--- src/rtl/pipe_stage_reg.sv ---
// Generic inter-stage pipeline register with stall hold, bubble flush, valid bit,
// Tnew countdown, wr normalisation and a saturating stall counter. Optional: PIPE_STAGE_REQ_EN.
module pipe_stage_reg #(
  parameter int unsigned DATA_W      = 96,
  parameter int unsigned CTRL_W      = 8,
  parameter int unsigned WR_W        = 5,
  parameter int unsigned TNEW_W      = 3,
  parameter bit          TNEW_DEC    = 1'b1,
  parameter logic [31:0] PC_RESET    = 32'h3000,
  parameter logic [31:0] EXC_PC      = 32'h4180,
  parameter int unsigned STALL_CNT_W = 16
) (
  input  logic                   clk,
  input  logic                   reset,
  input  logic                   en,
  input  logic                   flush,
`ifdef PIPE_STAGE_REQ_EN
  input  logic                   req,
`endif
  input  logic                   in_valid,
  input  logic [31:0]            in_pc,
  input  logic [WR_W-1:0]        in_wr,
  input  logic                   in_regwrite,
  input  logic [TNEW_W-1:0]      in_tnew,
  input  logic [CTRL_W-1:0]      in_ctrl,
  input  logic [DATA_W-1:0]      in_data,
  output logic                   out_valid,
  output logic [31:0]            out_pc,
  output logic [WR_W-1:0]        out_wr,
  output logic                   out_regwrite,
  output logic [TNEW_W-1:0]      out_tnew,
  output logic [CTRL_W-1:0]      out_ctrl,
  output logic [DATA_W-1:0]      out_data,
  output logic [STALL_CNT_W-1:0] out_stall_cnt
);

  typedef struct packed {
    logic              valid;
    logic [31:0]       pc;
    logic [WR_W-1:0]   wr;
    logic              regwrite;
    logic [TNEW_W-1:0] tnew;
    logic [CTRL_W-1:0] ctrl;
    logic [DATA_W-1:0] data;
  } slot_t;

  slot_t                  slot_q, slot_d;
  slot_t                  bubble, exc_bubble, loaded;
  logic [STALL_CNT_W-1:0] stall_cnt_q, stall_cnt_d;
  logic                   req_hit;

`ifdef PIPE_STAGE_REQ_EN
  assign req_hit = req;
`else
  assign req_hit = 1'b0;
`endif

  // NOTE: every always_comb output gets a default first, so no path leaves it unassigned (no latch).
  always_comb begin
    bubble        = '0;
    bubble.pc     = PC_RESET;
    exc_bubble    = '0;
    exc_bubble.pc = EXC_PC;

    // An empty upstream slot still advances the PC so traces stay aligned.
    loaded    = '0;
    loaded.pc = in_pc;
    if (in_valid) begin
      loaded.valid    = 1'b1;
      loaded.regwrite = in_regwrite;
      loaded.wr       = in_regwrite ? in_wr : '0;
      loaded.ctrl     = in_ctrl;
      loaded.data     = in_data;
      if (TNEW_DEC)
        loaded.tnew = (in_tnew == '0) ? '0 : in_tnew - 1'b1;
      else
        loaded.tnew = in_tnew;
    end

    slot_d      = slot_q;
    stall_cnt_d = stall_cnt_q;
    if (req_hit) begin
      slot_d = exc_bubble;
    end else if (flush) begin
      slot_d = bubble;
    end else if (!en) begin
      // Only cycles spent holding a real instruction count as stalls.
      if (slot_q.valid && (stall_cnt_q != '1))
        stall_cnt_d = stall_cnt_q + 1'b1;
    end else begin
      slot_d = loaded;
    end
  end

  // NOTE: state registers use non-blocking assignments so all flops update together at the edge.
  always_ff @(posedge clk) begin
    if (reset) begin
      slot_q      <= bubble;
      stall_cnt_q <= '0;
    end else begin
      slot_q      <= slot_d;
      stall_cnt_q <= stall_cnt_d;
    end
  end

  assign out_valid     = slot_q.valid;
  assign out_pc        = slot_q.pc;
  assign out_wr        = slot_q.wr;
  assign out_regwrite  = slot_q.regwrite;
  assign out_tnew      = slot_q.tnew;
  assign out_ctrl      = slot_q.ctrl;
  assign out_data      = slot_q.data;
  assign out_stall_cnt = stall_cnt_q;

endmodule
--- config.mk ---
export PLATFORM = sky130hd
export DESIGN_NAME = pipe_stage_reg
export DESIGN_NICKNAME = d
export VERILOG_FILES = /design/src/rtl/pipe_stage_reg.sv
export SDC_FILE = /design/constraint.sdc
export NUM_CORES = 1
export LEC_CHECK = 0
export CAP_MARGIN = 0
export CORE_ASPECT_RATIO = 1.1
export CORE_MARGIN = 3
export CORE_UTILIZATION = 35
export DETAILED_ROUTE_END_ITERATION = 10
export PLACE_DENSITY = 0.76
export SETUP_SLACK_MARGIN = 0.4
export SYNTH_ARGS = -nofsm -noshare
export SYNTH_HDL_FRONTEND = slang
export SYNTH_SLANG_ARGS = --single-unit
--- constraint.sdc ---
create_clock -name clk -period 1.73 [get_ports clk]
set_input_delay 0.4325 -clock clk [delete_from_list [all_inputs] [get_ports clk]]
set_output_delay 0.4325 -clock clk [all_outputs]
set_load 0.01 [all_outputs]
==> flow_metrics.env <==
export IMPL_crit_arrival_ns=1.98
export IMPL_globalplace_congestion=0.774
export IMPL_slew_viol_final=0
export IMPL_initial_utilization_pct=36.3
export IMPL_p_per_area_nw_per_um2=800
export IMPL_rows=48
export IMPL_cts_root_buf="clkbuf_16"
export IMPL_power_frac_comb_pct=12.2
export IMPL_core_region_area_um2=16000
export IMPL_synth_area_top_cells="dfxtp_1 56%, a22oi_1 14%, nor2_1 9.3%"
export IMPL_cp_max_fo=2
export IMPL_leakage_nw=4.48
export IMPL_synth_largest_area_cell="dfxtp_1"
export IMPL_cp_cell_sequence="ha_4 -> nand4_1 -> buf_4 -> a2111oi_4 -> nand3_1 -> mux2_4"
export IMPL_ys_seq_area_share_pct=56.0
export IMPL_antenna_found_initial=0
export IMPL_grt_overflow=0
export IMPL_pwr_share_clk_pct=43.9
export IMPL_wl_per_cell_um=17.6
export IMPL_drcViolationCount=0
export IMPL_worstRegToRegCells=6
export IMPL_clkSinkCount=162
export IMPL_netlist_instances=602
export IMPL_slowest_stage="dfxtp_4"
export IMPL_critPathCaptureType="flop"
export IMPL_final_cell_mix="148 x dfxtp_2, 145 x clkdlybuf4s50_1, 142 x nor2_1"
export IMPL_grt_max_degree=67
export IMPL_clkLatencyLatePin_ns=0.41
export IMPL_timing_hold_ws_ns=0.403
export IMPL_layout_drive_gt1_share_pct=52.9
export IMPL_synthToLayoutAreaGrowth_pct=89.9
export IMPL_synth_fp_nets=755
export IMPL_ctsHtreeMaxLevel=4
export IMPL_max_stage_delay_ns=0.37
export IMPL_finalHoldViolCount=0
export IMPL_max_freq_ghz=0.598
export IMPL_die_x_um=129
export IMPL_cell_internal_pwr_w=0.00676
export IMPL_yosysWarnings=0
export IMPL_place_hpwl_um=14100
export IMPL_final_nets=1112
export IMPL_grt_pass1_wl_um=30400
export IMPL_finalPower_w=0.00880
export IMPL_yosysTopAreaCellShare_pct=56.0
export IMPL_drt_initial_drc_count=219
export IMPL_p_sw_w=0.00204
export IMPL_fin_crit_sh_pct=96.7
export IMPL_r2r_end="out_stall_cnt[10]$_SDFFE_PP0P_"
export IMPL_r2r_start="out_stall_cnt[1]$_SDFFE_PP0P_"
export IMPL_vias=5947
export IMPL_syn_cell_area_um2=5790
export IMPL_crit_type="reg -> reg"
export IMPL_setup_viol=0
export IMPL_num_antenna_cells=0
export IMPL_viasPerCell=5.08
export IMPL_min_path_cells=4
export IMPL_switching_share_pct=23.1
export IMPL_synth_seq_cells=162
export IMPL_min_to="out_tnew[0]$_SDFFE_PP0P_"
export IMPL_irDropWorstVdd_v=0.000589
export IMPL_tightestPinTransition_ns=0.318
export IMPL_min_from="in_tnew[0]"
export IMPL_first_pass_iters=4
export IMPL_worstHoldPathType="in -> reg"
export IMPL_outcome="finished clean"
export IMPL_clk_pin_slew_ns=0.06
export IMPL_required_ns=2.03
export IMPL_grt_pass1_vias=5774
export IMPL_crit_path_start_kind="flop"
export IMPL_timing_slew_headroom_pct=78.6
export IMPL_wl_um=20600
export IMPL_layout_min_cycle_time_ns=1.67
export IMPL_cts_tree="yes"
export IMPL_synth_area_per_cell_um2=9.63
export IMPL_ioPinCount=312
export IMPL_portBuffers=311
export IMPL_finalClockSkew_ns=0.00508
export IMPL_synthDistinctLibCells=36
export IMPL_seqPwrFrac_pct=43.9
export IMPL_final_common_cell="dfxtp_2"
export IMPL_drv_cap=0
export IMPL_cts_max_path_buffers=2
export IMPL_grtUsageTotal_pct=21.0
export IMPL_hold_buffers=0
export IMPL_rsz0062_at_grt="true"
export IMPL_die_h_um=141
export IMPL_r2r_slack_ns=0.06
export IMPL_numCtsBuffers=17
export IMPL_ant_nets=0
export IMPL_die_area_um2=18100
==> power groups by stage <==
stage / Combinational, W / Sequential (W) / Clock, W
floorplan: 0.000378 / 0.00396 / 0
global placement: 0.00105 / 0.00393 / 0
detailed placement: 0.00105 / 0.00393 / 0
CTS: 0.00101 / 0.00385 / 0.00393
global route: 0.00115 / 0.00387 / 0.00411
finish: 0.00107 / 0.00386 / 0.00387
==> worst max path at each step <==
stage / from / slack (ns) / depth (start not counted) / end
after floorplan: en / -0.03 / 5 / out_stall_cnt[7]$_SDFFE_PP0P_
after detailed placement: flush / -0.39 / 6 / out_stall_cnt[9]$_SDFFE_PP0P_
final: out_stall_cnt[1]$_SDFFE_PP0P_ / 0.06 / 6 / out_stall_cnt[10]$_SDFFE_PP0P_
after CTS: out_valid$_SDFFE_PP0P_ / 0.08 / 4 / out_stall_cnt[10]$_SDFFE_PP0P_
after global placement: flush / -0.36 / 5 / out_stall_cnt[5]$_SDFFE_PP0P_
after global routing: out_stall_cnt[0]$_SDFFE_PP0P_ / -0.04 / 6 / out_stall_cnt[10]$_SDFFE_PP0P_
==> repair_timing <==
| item | in CTS | in global routing |
|---|---|---|
| endpoints found under the hold margin | 0 | 0 |
| resized for setup | 821 | 179 |
| buffers inserted | 18 | 17 |
| cloned | 0 | 2 |
| pin swaps | 10 | 12 |
| setup endpoints to repair | 201 | 173 |
==> metal layers <==
metal,vias up,part of all wire [%],global-route usage (%)
met5,-,0,0
met4,0,2.1,6.74
met3,31,8.8,7.77
met2,241,51,37.0
met1,2814,38,23.2
li1,2861,-,-
==> registers in the layout, summed over array words and instances, names as in the netlist <==
signal,flops
out_ctrl,8
out_stall_cnt,16
out_data,96
out_valid,1
out_pc,32
out_tnew,3
out_regwrite,1
out_wr,5
==> worst max-delay path, delay by kind of cell (launching register included) <==
| family | cells | cell delay [ns] |
|---|---|---|
| multiplexers | 1 | 0.31 |
| buffers and inverters | 1 | 0.17 |
| flip-flops | 1 | 0.37 |
| AO/OA/AOI/OAI | 1 | 0.33 |
| adder cells (fa/ha/maj) | 1 | 0.13 |
| AND/OR/NAND/NOR | 2 | 0.25 |
==> cells in the mapped netlist <==
master     number
a2bb2oi_1       1
nor3_1          2
buf_1          10
dfxtp_1       162
and3_1          1
inv_1           3
nand3b_1        1
nor3b_4         1
o31ai_1         9
nor2b_1         2
a22oi_1       105
or4_1           8
buf_6           2
nand2_1        15
a311oi_1        1
nor2_1        143
nand3_1        11
or2_2           2
and4_1          4
nand4_2         1
nor4_1          2
xor2_1          1
mux2i_1        33
xnor2_1         1
clkinv_1        1
or3b_4          1
a2111oi_2       1
ha_1            3
and2_1          3
clkbuf_1       37
buf_2           2
nand4_1         6
a21oi_1        21
or3_1           2
mux2_1          2
o21ai_0         2
==> logic make-up after synthesis <==
group,count (synthesis),share of synthesized area (%)
xor gates and xnor gates,2,0.302
AOI/OAI and AO/OA,140,17.3
DFF,162,56.0
buffers and inverters,55,3.87
adders and majority gates,3,0.648
and+or+nand+nor,205,15.8
muxes,35,6.09
==> area by class of cell <==
class,count,area [µm²]
Timing Repair Buffer,389,3920
Multi-Input combinational cell,385,2750
Tap cell,200,250
Fill cell,1184,4970
Clock inverter,12,160
Sequential cell,162,3460
Inverter,4,17.5
Clock buffer,19,443
==> metrics by stage <==
step	cell area [µm²]	cells	TNS [ns]	setup WS, ns	utilization [%]
3_3_place_gp	9730	1103	-4.90	-0.361	60.9
6_report	11000	1171	0	0.0570	68.9
3_5_place_dp	9730	1103	-6.32	-0.393	60.9
4_1_cts	10200	1152	0	0.0824	63.6
5_1_grt	11000	1171	-0.0541	-0.0407	68.9
2_1_floorplan	6240	602	-0.0348	-0.0348	-
Note: power is estimated with default switching activity, not from simulation.
